`config.mk`:
```
export PLATFORM = sky130hd
export DESIGN_NAME = output_stream_framer_flat
export DESIGN_NICKNAME = d
export VERILOG_FILES = /design/src/rtl/output_stream_framer_if.sv /design/src/rtl/output_stream_framer.sv /design/src/flat_wrapper.sv
export SDC_FILE = /design/constraint.sdc
export NUM_CORES = 1
export LEC_CHECK = 0
export BUFFER_PORTS_ARGS = -buffer_cell sky130_fd_sc_hd__buf_2
export CELL_PAD_IN_SITES_DETAIL_PLACEMENT = 0
export CELL_PAD_IN_SITES_GLOBAL_PLACEMENT = 1
export CORE_MARGIN = 4
export CORE_UTILIZATION = 46
export CTS_CLUSTER_DIAMETER = 100
export DETAILED_ROUTE_END_ITERATION = 10
export PLACE_DENSITY_LB_ADDON = 0.1
export SYNTH_ARGS = -nofsm -noshare
export SYNTH_HDL_FRONTEND = slang
export SYNTH_SLANG_ARGS = --single-unit
export TNS_END_PERCENT = 20
```
`constraint.sdc`:
```
create_clock -name aclk -period 4.4 [get_ports aclk]
set_clock_uncertainty 0.05 [all_clocks]
set_input_delay 0.22 -clock aclk [delete_from_list [all_inputs] [get_ports aclk]]
set_output_delay 0.22 -clock aclk [all_outputs]
set_load 0.01 [all_outputs]
```
`src/rtl/output_stream_framer_if.sv`:
```
// Stream bundle for output_stream_framer: upstream word channel plus framed downstream channel.
// The framer uses the slave view; the feeding/consuming environment uses the master view.
interface output_stream_framer_if;
  logic        s_axis_tvalid;
  logic        s_axis_tready;
  logic [31:0] s_axis_tdata;
  logic        m_axis_tvalid;
  logic        m_axis_tready;
  logic [31:0] m_axis_tdata;
  logic        m_axis_tlast;

  modport slave (
    input  s_axis_tvalid,
    input  s_axis_tdata,
    input  m_axis_tready,
    output s_axis_tready,
    output m_axis_tvalid,
    output m_axis_tdata,
    output m_axis_tlast
  );

  modport master (
    output s_axis_tvalid,
    output s_axis_tdata,
    output m_axis_tready,
    input  s_axis_tready,
    input  m_axis_tvalid,
    input  m_axis_tdata,
    input  m_axis_tlast
  );
endinterface

```
`src/rtl/output_stream_framer.sv`:
```
// Purpose: buffer a 32-bit stream in a FWFT FIFO and cut it into FRAME_WORDS frames with TLAST;
//   define CHECKSUM_TRAILER_EN to append an additive checksum trailer beat per frame.
// Latency: 1 cycle push-to-output; backpressure: s_axis_tready drops the cycle after the FIFO fills.

// Generic FWFT FIFO with a registered head word.
// Latency: 1 cycle write-to-head; backpressure: caller must not push when full or pop when empty.
// Depth must be a power of two so pointers wrap naturally.
module osf_fifo #(
  parameter int WIDTH = 32,
  parameter int DEPTH = 16
) (
  input  logic                     core_clk,
  input  logic                     arst_n,
  input  logic                     push_vld,
  input  logic [WIDTH-1:0]         push_dat,
  input  logic                     pop_rdy,
  output logic [WIDTH-1:0]         head_dat,
  output logic [$clog2(DEPTH):0]   fill,
  output logic                     empty,
  output logic                     full
);
  localparam int AW = $clog2(DEPTH);

  logic [WIDTH-1:0] mem [DEPTH];
  logic [AW-1:0]    wr_ptr;
  logic [AW-1:0]    rd_ptr;
  logic [AW-1:0]    rd_next;
  logic [AW:0]      fill_q;
  logic [AW:0]      fill_after_pop;
  logic [WIDTH-1:0] head_q;

  assign rd_next        = rd_ptr + AW'(pop_rdy);
  assign fill_after_pop = fill_q - (AW+1)'(pop_rdy);

  always_ff @(posedge core_clk) begin
    if (push_vld) begin
      mem[wr_ptr] <= push_dat;
    end
  end

  always_ff @(posedge core_clk or negedge arst_n) begin
    if (!arst_n) begin
      wr_ptr <= '0;
      rd_ptr <= '0;
      fill_q <= '0;
      head_q <= '0;
    end else begin
      if (push_vld) begin
        wr_ptr <= wr_ptr + 1'b1;
      end
      rd_ptr <= rd_next;
      if (push_vld && !pop_rdy) begin
        fill_q <= fill_q + 1'b1;
      end else if (!push_vld && pop_rdy) begin
        fill_q <= fill_q - 1'b1;
      end
      // New head is the incoming word when nothing older remains, else the next stored word.
      if (push_vld && (fill_after_pop == '0)) begin
        head_q <= push_dat;
      end else if (pop_rdy) begin
        head_q <= mem[rd_next];
      end
    end
  end

  assign head_dat = head_q;
  assign fill     = fill_q;
  assign empty    = (fill_q == '0);
  assign full     = (fill_q == (AW+1)'(DEPTH));
endmodule

module output_stream_framer #(
  parameter int DEPTH       = 16,
  parameter int FRAME_WORDS = 64
) (
  input  logic                   aclk,
  input  logic                   aresetn,
  output_stream_framer_if.slave  axis,
  output logic [$clog2(DEPTH):0] fill_level,
  output logic [15:0]            frame_count
);
  logic        ready_en;
  logic        full;
  logic        empty;
  logic        push;
  logic        pop;
  logic [31:0] head;
  logic [15:0] beat_cnt;
  logic        last_beat;
  logic        frame_done;
  logic        m_vld;
  logic [31:0] m_dat;
  logic        m_last;

  // Holds off the upstream for one cycle after reset release.
  always_ff @(posedge aclk or negedge aresetn) begin
    if (!aresetn) begin
      ready_en <= 1'b0;
    end else begin
      ready_en <= 1'b1;
    end
  end

  assign axis.s_axis_tready = ready_en && !full;
  assign push               = axis.s_axis_tvalid && axis.s_axis_tready;

  osf_fifo #(
    .WIDTH (32),
    .DEPTH (DEPTH)
  ) u_fifo (
    .core_clk (aclk),
    .arst_n   (aresetn),
    .push_vld (push),
    .push_dat (axis.s_axis_tdata),
    .pop_rdy  (pop),
    .head_dat (head),
    .fill     (fill_level),
    .empty    (empty),
    .full     (full)
  );

  assign last_beat = (beat_cnt == 16'(FRAME_WORDS - 1));

`ifdef CHECKSUM_TRAILER_EN
  typedef enum logic {
    ST_DATA,
    ST_TRAILER
  } state_t;

  state_t      state_q;
  state_t      state_d;
  logic [31:0] sum_q;
  logic [31:0] sum_d;

  always_ff @(posedge aclk or negedge aresetn) begin
    if (!aresetn) begin
      state_q <= ST_DATA;
      sum_q   <= '0;
    end else begin
      state_q <= state_d;
      sum_q   <= sum_d;
    end
  end

  always_comb begin
    state_d    = state_q;
    sum_d      = sum_q;
    m_vld      = 1'b0;
    m_dat      = head;
    m_last     = 1'b0;
    pop        = 1'b0;
    frame_done = 1'b0;
    case (state_q)
      ST_DATA: begin
        m_vld = !empty;
        if (!empty && axis.m_axis_tready) begin
          pop   = 1'b1;
          sum_d = sum_q + head;
          if (last_beat) begin
            state_d = ST_TRAILER;
          end
        end
      end
      ST_TRAILER: begin
        // Sum already includes the final data word; no FIFO pop here.
        m_vld  = 1'b1;
        m_dat  = sum_q;
        m_last = 1'b1;
        if (axis.m_axis_tready) begin
          frame_done = 1'b1;
          sum_d      = '0;
          state_d    = ST_DATA;
        end
      end
      default: begin
        state_d = ST_DATA;
      end
    endcase
  end
`else
  always_comb begin
    m_vld      = !empty;
    m_dat      = head;
    m_last     = !empty && last_beat;
    pop        = !empty && axis.m_axis_tready;
    frame_done = pop && last_beat;
  end
`endif

  always_ff @(posedge aclk or negedge aresetn) begin
    if (!aresetn) begin
      beat_cnt <= '0;
    end else if (pop) begin
      beat_cnt <= last_beat ? 16'd0 : beat_cnt + 16'd1;
    end
  end

  always_ff @(posedge aclk or negedge aresetn) begin
    if (!aresetn) begin
      frame_count <= '0;
    end else if (frame_done) begin
      frame_count <= frame_count + 16'd1;
    end
  end

  assign axis.m_axis_tvalid = m_vld;
  assign axis.m_axis_tdata  = m_dat;
  assign axis.m_axis_tlast  = m_last;
endmodule

```
`src/flat_wrapper.sv`:
```
// flat-port wrapper written by rule: the top's interface ports become plain ports
module output_stream_framer_flat 
#(
  parameter int DEPTH       = 16,
  parameter int FRAME_WORDS = 64
)
  (aclk, aresetn, fill_level, frame_count, axis_s_axis_tvalid, axis_s_axis_tdata, axis_m_axis_tready, axis_s_axis_tready, axis_m_axis_tvalid, axis_m_axis_tdata, axis_m_axis_tlast);
  output_stream_framer_if axis_i ();
  input  logic aclk;
  input  logic aresetn;
  output logic [$clog2(DEPTH):0] fill_level;
  output logic [15:0] frame_count;
  input wire logic [$bits(axis_i.s_axis_tvalid)-1:0] axis_s_axis_tvalid;
  input wire logic [$bits(axis_i.s_axis_tdata)-1:0] axis_s_axis_tdata;
  input wire logic [$bits(axis_i.m_axis_tready)-1:0] axis_m_axis_tready;
  output wire logic [$bits(axis_i.s_axis_tready)-1:0] axis_s_axis_tready;
  output wire logic [$bits(axis_i.m_axis_tvalid)-1:0] axis_m_axis_tvalid;
  output wire logic [$bits(axis_i.m_axis_tdata)-1:0] axis_m_axis_tdata;
  output wire logic [$bits(axis_i.m_axis_tlast)-1:0] axis_m_axis_tlast;
  assign axis_i.s_axis_tvalid = axis_s_axis_tvalid;
  assign axis_i.s_axis_tdata = axis_s_axis_tdata;
  assign axis_i.m_axis_tready = axis_m_axis_tready;
  assign axis_s_axis_tready = axis_i.s_axis_tready;
  assign axis_m_axis_tvalid = axis_i.m_axis_tvalid;
  assign axis_m_axis_tdata = axis_i.m_axis_tdata;
  assign axis_m_axis_tlast = axis_i.m_axis_tlast;
  output_stream_framer #(.DEPTH(DEPTH), .FRAME_WORDS(FRAME_WORDS)) u_core (.aclk(aclk), .aresetn(aresetn), .axis(axis_i), .fill_level(fill_level), .frame_count(frame_count));
endmodule
```
==> results.ini, run 1 <==
[job]
maxCapViolCount = 0

[floorplanning]
die_y_um = 232.1
core_sq_um = 49250
die_w_um = 232.1
rows = 81
start_util_pct = 46.91
io_pins = 92
dieArea_sq_um = 53880

[synth]
syn_inst = 1320
yosysWarningCount = 0
synth_edf_count = 512
yosysSeqAreaShare_pct = 74.99
syn_nets = 1370
yosys_most_used_dff = edfxtp_1
syn_area_sq_um = 23100
synth.avg_cell_area_sq_um = 17.50
ys_ff_latch = 590
ys_types = 40
async_flop_share_pct = 13.22

[global_routing]
grt_pass1_vias = 12610
grt_pass1_wl_um = 84810
antenna_found_initial = 1
grt_overflow = 0
grtUsageTotal_pct = 21.53
grt_max_degree = 62

[worst_setup_path]
cp-start-kind = register
worstSetupPathDepth = 10
path_class = register to register
cp-end-kind = register
max_stage_delay_ns = 1.01
slowest_stage = and2_2
setup.worst_path.start = u_core.u_fifo.fill[1]$_DFFE_PN0P_
timing.rr.end = u_core.u_fifo.head_dat[7]$_DFFE_PN0P_
cp_max_fo = 32
cp.arrival_ns = 3.95
critPathTopFamily = simple AND/OR/NAND/NOR gates
rr_startpoint = u_core.u_fifo.fill[1]$_DFFE_PN0P_
rrSetupSlack_ns = 0.89
crit_buf_inv = 1
path_cells = nor3_1 -> a21boi_1 -> ha_4 -> ha_4 -> xnor2_2 -> inv_2 -> and2_2 -> a22oi_1 -> nand3_1 -> nand3_1
reg2reg_depth = 10
cp.required_ns = 4.84

[min_path]
holdPathEnd = u_core.u_fifo.wr_ptr[0]$_DFFE_PN0P_
hold_depth = 4
min-delay-start = axis_s_axis_tvalid
hold_class = input pin to register

[clock_tree]
ctsHtreeMaxLevel = 2
cts-root-buf = clkbuf_16
numCtsBuffers = 59
cts.sinks = 590
cts_resized = 0
clk_pin_slew_worst_paths_ns = 0.06
cts_tree = yes
clk_latency_ns = 0.62
cts_buffer_depth = 3

[placement]
pre_cts_slack_ns = 0.9085
routabilityCongestion = 0.7326
io_buffers = 91
dpl.hpwl_um = 30430

[sta]
setup_ws_ns = 0.8861
setup-tns-final_ns = 0
timing.fmax_mhz = 284.6
fin_crit_sh_pct = 79.86
worst_pin_slew_ns = 1.153
final_max_slew_viol_count = 0
finalCriticalPeriod_ns = 3.514
hold_viol = 0
setup_viol = 0
max-slew-margin-rel_pct = 23.13
grt_setup_unrepaired = false

[detailed_routing]
first_pass_iters = 5
drt_iter0_drc = 1165
route.detailed.drc = 0
via_per_inst = 5.681
vias = 12470
drtAntennaViolNets = 0
avgRoutedWirePerCell_um = 26.18
drt_wl_total_um = 57470

[cells_and_area]
multi_input_area_sq_um = 5582
layout-drive-gt1-share_pct = 20.98
syn2layout_area_growth_pct = 16.47
regArea_sq_um = 17330
nFillCells = 3952
layout.nets = 1529

[run_status]
outcome = finished clean

[power]
p_per_area_nw_per_um2 = 666.2
p_leak_nw = 9.712
ir_drop_uv = 452.1

==> report_power, final <==
group          total, W  switching (W)  internal, W
Combinational   0.00602        0.00353      0.00249
Sequential      0.00687       0.000285      0.00659
Clock           0.00504        0.00208      0.00296
Total            0.0179        0.00589       0.0120
==> worst max path at each step <==
| stage | to | slack, ns |
|---|---|---|
| 3_5_place_dp | u_core.u_fifo.head_dat[29]$_DFFE_PN0P_ | 0.91 |
| 4_1_cts | u_core.u_fifo.head_dat[7]$_DFFE_PN0P_ | 0.88 |
| 2_1_floorplan | u_core.u_fifo.head_dat[22]$_DFFE_PN0P_ | 1.14 |
| 5_1_grt | u_core.u_fifo.head_dat[29]$_DFFE_PN0P_ | 0.71 |
| 6_report | u_core.u_fifo.head_dat[7]$_DFFE_PN0P_ | 0.89 |
| 3_3_place_gp | u_core.u_fifo.head_dat[15]$_DFFE_PN0P_ | 0.93 |
==> per-stage QoR <==
stage / instance area, sq um / power [W] / utilization, % / cells / hold WS, ns
CTS: 26910 / 0.01812 / 54.63 / 2194 / 0.01338
floorplan: 23100 / 0.01095 / - / 1320 / -0.1256
finish: 26910 / 0.01793 / 54.64 / 2195 / 0.04370
global placement: 24610 / 0.01302 / 49.96 / 2048 / 0.3589
detailed placement: 24610 / 0.01305 / 49.96 / 2048 / 0.3587
global route: 26910 / 0.01882 / 54.64 / 2195 / 0.04743
==> state kept, by name, summed over array words and instances (netlist names) <==
| register | count |
|---|---|
| u_core.u_fifo.wr_ptr | 4 |
| u_core.frame_count | 16 |
| u_core.u_fifo.fill | 5 |
| u_core.u_fifo.head_dat | 32 |
| u_core.ready_en | 1 |
| u_core.u_fifo.mem | 512 |
| u_core.beat_cnt | 16 |
| u_core.u_fifo.rd_ptr | 4 |
==> worst reg2reg max path: stages, from the launching register on <==
cell,delay (ns)
dfrtp_1,0.46
nor3_1,0.28
a21boi_1,0.19
ha_4,0.21
ha_4,0.16
xnor2_2,0.18
inv_2,0.37
and2_2,1.02
a22oi_1,0.23
nand3_1,0.17
nand3_1,0.08
==> cell usage after synthesis, types with 4 or more instances <==
cell	instances	area, sq um
inv_1	5	18.77
nor2_1	13	48.80
nor3_1	6	30.03
clkbuf_1	62	232.7
o21ai_0	5	25.02
dfrtp_1	78	1952
a22oi_1	96	720.7
and3_1	9	56.30
and2_1	20	125.1
mux2i_1	128	1281
a21oi_1	4	20.02
mux4_2	64	1441
nand3_1	77	385.4
nor3_2	4	40.04
nand4_1	10	62.56
edfxtp_1	512	15370
ha_1	13	162.7
xor2_1	12	105.1
nor3b_1	4	30.03
nand2_1	144	540.5
xnor2_1	25	219.0
==> per-layer routing <==
| layer | wire, um | vias up | share of wire [%] | global-route usage [%] |
|---|---|---|---|---|
| li1 | - | 5492 | - | - |
| met1 | 25290 | 6539 | 44 | 30.56 |
| met2 | 27870 | 355 | 48 | 35.20 |
| met3 | 3095 | 83 | 5.4 | 3.398 |
| met4 | 1214 | 0 | 2.1 | 5.679 |
| met5 | 0 | - | 0 | 0 |
==> timing repair <==
item / 4_1_cts / 5_1_grt
buffers inserted: 0 / 0
hold buffers: 34 / 0
endpoints found under the setup margin: 0 / 0
endpoints found under the hold margin: 573 / 0
==> cell usage in the layout (no fill, tap or decap), types with 4 or more instances in the layout <==
cell and count:
a21oi_1 4, o21ai_0 5, a22oi_1 96, clkinv_2 12
nor2_1 10, ha_1 11, buf_2 90, nand3_1 77
clkbuf_1 16, nand4_1 10, nand2_1 144, clkinv_1 9
clkbuf_16 60, clkbuf_8 10, nor3_2 6, bufinv_16 5
nor3_1 4, edfxtp_1 512, mux2i_1 128, xor2_1 12
dfrtp_1 78, dlygate4sd3_1 34, buf_4 33, buf_12 7
and3_1 9, xnor2_1 24, and2_2 18, inv_1 5
mux4_2 64
==> kinds of logic (layout without fill, tap and decap cells) <==
group,count (synthesis),in the layout,share of synthesized area [%]
xor gates and xnor gates,37,37,1.403
other,1,2,0.01623
DFF,590,590,74.99
AOI/OAI and AO/OA,112,112,3.552
and+or+nand+nor,297,297,6.065
muxes,195,195,11.93
buffers and inverters,74,284,1.251
adders and majority gates,14,14,0.7907
==> layout make-up <==
class | count | share of cell area, %
multi-input combinational | 656 | 20.74
clock buffer | 86 | 6.314
clock inverter | 26 | 0.9717
timing repair buffer | 164 | 4.380
inverter | 8 | 0.1116
antenna | 1 | 0.009299
sequential | 590 | 64.39
tap | 664 | 3.087
(Power assumes the default switching activity.)
==> run 2: changes to the inputs <==
--- a/config.mk
+++ b/config.mk
@@ -5,6 +5,7 @@
 export SDC_FILE = /design/constraint.sdc
 export NUM_CORES = 1
 export LEC_CHECK = 0
+export ABC_AREA = 1
 export BUFFER_PORTS_ARGS = -buffer_cell sky130_fd_sc_hd__buf_2
 export CELL_PAD_IN_SITES_DETAIL_PLACEMENT = 0
 export CELL_PAD_IN_SITES_GLOBAL_PLACEMENT = 1
==> constraint.sdc (replaced) <==
create_clock -name aclk -period 3.55 [get_ports aclk]
set_clock_uncertainty 0.05 [all_clocks]
set_input_delay 0.1775 -clock aclk [delete_from_list [all_inputs] [get_ports aclk]]
set_output_delay 0.1775 -clock aclk [all_outputs]
set_load 0.01 [all_outputs]
==> results.ini, run 2 <==
[cells_and_area]
top_register = u_core.u_fifo.mem
final_cells = 3450  ; +57%
most-common-layout-cells = nand2_1, edfxtp_1, nand3_1, inv_1, nor2_1
layout-drive-gt1-share_pct = 10.44  ; -11 points
layout.nets = 2701  ; +77%
syn2layout_area_growth_pct = 16.12
nFillCells = 4919  ; +24%
final_common_cell = nand2_1
largest_reg_flops = 512  ; unchanged

[sta]
max-slew-margin-rel_pct = 42.67  ; +20 points
final_max_slew_viol_count = 0  ; unchanged
setup_viol = 0  ; unchanged
fin_crit_sh_pct = 88.33  ; +8.5 points
finalCriticalPeriod_ns = 3.136  ; -0.3782 ns
fin_hold_ws_ns = 0.02583  ; -0.01787 ns
hold_viol = 0  ; unchanged
timing.fmax_mhz = 318.9  ; +12%
setup-tns-final_ns = 0  ; unchanged
grt_setup_unrepaired = false
worst_pin_slew_ns = 0.8599  ; -0.2932 ns

[global_routing]
grt_max_degree = 99  ; +60%
grt_overflow = 0  ; unchanged
antenna_found_initial = 1  ; unchanged
grt_pass1_vias = 17130  ; +36%
grt_pass1_wl_um = 104500  ; +23%
grtUsageTotal_pct = 22.98  ; +1.5 points

[synth]
syn_inst = 2521  ; +91%
synth.avg_cell_area_sq_um = 10.17  ; -42%
async_flop_share_pct = 13.22  ; unchanged
ys_ff_latch = 590  ; unchanged
synth_most_common_cell = nand2_1
synth_commonest_cells = nand2_1, edfxtp_1, nand3_1, inv_1, nor2_1
yosysTopAreaCellShare_pct = 59.99  ; -6.6 points
yosys_most_used_dff = edfxtp_1
yosysSeqAreaShare_pct = 67.60  ; -7.4 points
synth_area_leaders = edfxtp_1, nand2_1, dfrtp_1
yosysWarningCount = 0  ; unchanged
synth_top_area_cell = edfxtp_1
ys_types = 32  ; -20%
syn_nets = 2571  ; +88%
synth_edf_count = 512  ; unchanged
syn_area_sq_um = 25630  ; +11%

[worst_setup_path]
slowest_stage = buf_4
cp-start-kind = register
cp.required_ns = 3.96  ; -0.88 ns
path_class = register to register
cp-end-kind = register
cp.arrival_ns = 3.55  ; -0.40 ns
path_cells = nor2_1 -> nand3_2 -> nand2_2 -> buf_4 -> ha_1 -> inv_1 -> fa_1 -> nand3_1 -> nand2_1 -> a21oi_1 -> o21ai_0 -> xor2_1
max_stage_delay_ns = 0.64  ; -0.37 ns
cp_max_fo = 48  ; +50%

[detailed_routing]
drtAntennaViolNets = 0  ; unchanged
via_per_inst = 5.093  ; -10%
drt_wl_total_um = 68050  ; +18%
vias = 17570  ; +41%
first_pass_iters = 5  ; unchanged
avgRoutedWirePerCell_um = 19.72  ; -25%
drt_iter0_drc = 1456  ; +25%
route.detailed.drc = 0  ; unchanged

[clock_tree]
cts_tree = yes
clk_pin_slew_worst_paths_ns = 0.06  ; about the same
clk_latency_ns = 0.59  ; -0.03 ns
numCtsBuffers = 66  ; +12%
cts-root-buf = clkbuf_16
postCtsSetupBuffers = 0  ; unchanged
cts_buffer_depth = 3  ; unchanged
ctsHtreeMaxLevel = 3  ; +1
cts.sinks = 590  ; unchanged

[placement]
dp.cells = 3298  ; +61%
dpl.hpwl_um = 36420  ; +20%
io_buffers = 91  ; unchanged
routabilityCongestion = 0.7734  ; +5.6%

[power]
fin_total_pwr_w = 0.02515  ; +40%
ir_drop_uv = 926.5  ; +100%
p_leak_nw = 12.45  ; +28%
p_per_area_nw_per_um2 = 845.1  ; +27%

[job]
maxCapViolCount = 0  ; unchanged

[floorplanning]
die_w_um = 244.0  ; +5.1%
core_sq_um = 55090  ; +12%
die_y_um = 244.0  ; +5.1%
dieArea_sq_um = 59560  ; +11%
start_util_pct = 46.52  ; -0.39 points
io_pins = 92  ; unchanged
rows = 86  ; +6.2%

[run_status]
outcome = finished clean

[min_path]
hold_class = input pin to register

[run 2: cell types whose count changed after synthesis, sizes merged, moves of 64 or more]
cell,delta
o21ai,+90
a22oi,-96
mux4,-64
nand3,+214
nor2,+129
inv,+231
buf,+94
mux2i,-128
nand2,+822
[run 2: power by group]
group | total, W | internal (W) | switching, W
Combinational | 0.00979 | 0.00311 | 0.00668
Sequential | 0.00859 | 0.00819 | 0.000399
Clock | 0.00677 | 0.00407 | 0.00270
[run 2: logic make-up (layout without fill, tap and decap cells)]
| family | after synthesis | in the layout | share of synthesized area, % |
|---|---|---|---|
| multiplexers | 1 | 1 | 0.04393 |
| adder cells (fa/ha/maj) | 14 | 14 | 0.7128 |
| AND/OR/NAND/NOR | 1427 | 1427 | 22.71 |
| flip-flops | 590 | 590 | 67.60 |
| XOR/XNOR | 23 | 23 | 0.8446 |
| buffers and inverters | 357 | 537 | 5.946 |
| other | 1 | 2 | 0.01463 |
| AO/OA/AOI/OAI | 108 | 108 | 2.124 |
[run 2: worst paths after layout]
check | startpoint | cells past startpoint | slack [ns] | endpoint
setup / recovery | u_core.u_fifo.fill[1]$_DFFE_PN0P_ | 12 | 0.41 | u_core.u_fifo.fill[4]$_DFFE_PN0P_
min in group asynchronous | aresetn | 2 | 0.19 | u_core.u_fifo.head_dat[15]$_DFFE_PN0P_
hold reg to reg | u_core.beat_cnt[14]$_DFFE_PN0N_ | 2 | 0.44 | u_core.beat_cnt[14]$_DFFE_PN0N_
setup reg to reg | u_core.u_fifo.fill[1]$_DFFE_PN0P_ | 12 | 0.41 | u_core.u_fifo.fill[4]$_DFFE_PN0P_
max in group asynchronous | aresetn | 3 | 2.43 | u_core.u_fifo.wr_ptr[1]$_DFFE_PN0P_
hold / removal | axis_s_axis_tvalid | 4 | 0.03 | u_core.u_fifo.wr_ptr[0]$_DFFE_PN0P_
[run 2: through the flow]
| stage | worst slack, ns | util, % | instance area (sq um) |
|---|---|---|---|
| 2_1_floorplan | 0.6063 | - | 25630 |
| 3_3_place_gp | 0.5034 | 49.53 | 27290 |
| 3_5_place_dp | 0.4383 | 49.53 | 27290 |
| 4_1_cts | 0.4543 | 54.02 | 29760 |
| 5_1_grt | 0.2447 | 54.02 | 29760 |
| 6_report | 0.4144 | 54.02 | 29760 |
[run 2: area by class of cell]
cell class | count | area [sq um] | area share, %
timing repair buffer | 183 | 1494 | 5.020
tap | 748 | 935.9 | 3.145
clock buffer | 94 | 1891 | 6.352
clock inverter | 24 | 250.2 | 0.8408
sequential | 590 | 17330 | 58.22
multi-input combinational | 1574 | 6965 | 23.40
inverter | 236 | 895.9 | 3.010
antenna | 1 | 2.502 | 0.008408
[run 2: what timing repair did]
item	in CTS	in global routing
hold buffers	33	0
endpoints found under the hold margin	590	0
gates resized for setup	0	0
endpoints found under the setup margin	0	0
[run 2: worst max-delay path: cells and delay by family (launching register included)]
family	cells	cell delay [ns]
AO/OA/AOI/OAI	2	0.24
XOR/XNOR	1	0.17
adder cells (fa/ha/maj)	2	0.70
buffers and inverters	2	0.75
flip-flops	1	0.44
AND/OR/NAND/NOR	5	0.65
[run 2: layer usage]
| metal | up-vias | track usage, % | part of all wire, % |
|---|---|---|---|
| met5 | - | 0 | 0 |
| met3 | 110 | 3.618 | 4.5 |
| li1 | 8531 | - | - |
| met4 | 0 | 6.110 | 2.4 |
| met1 | 8506 | 30.88 | 44 |
| met2 | 423 | 39.30 | 49 |
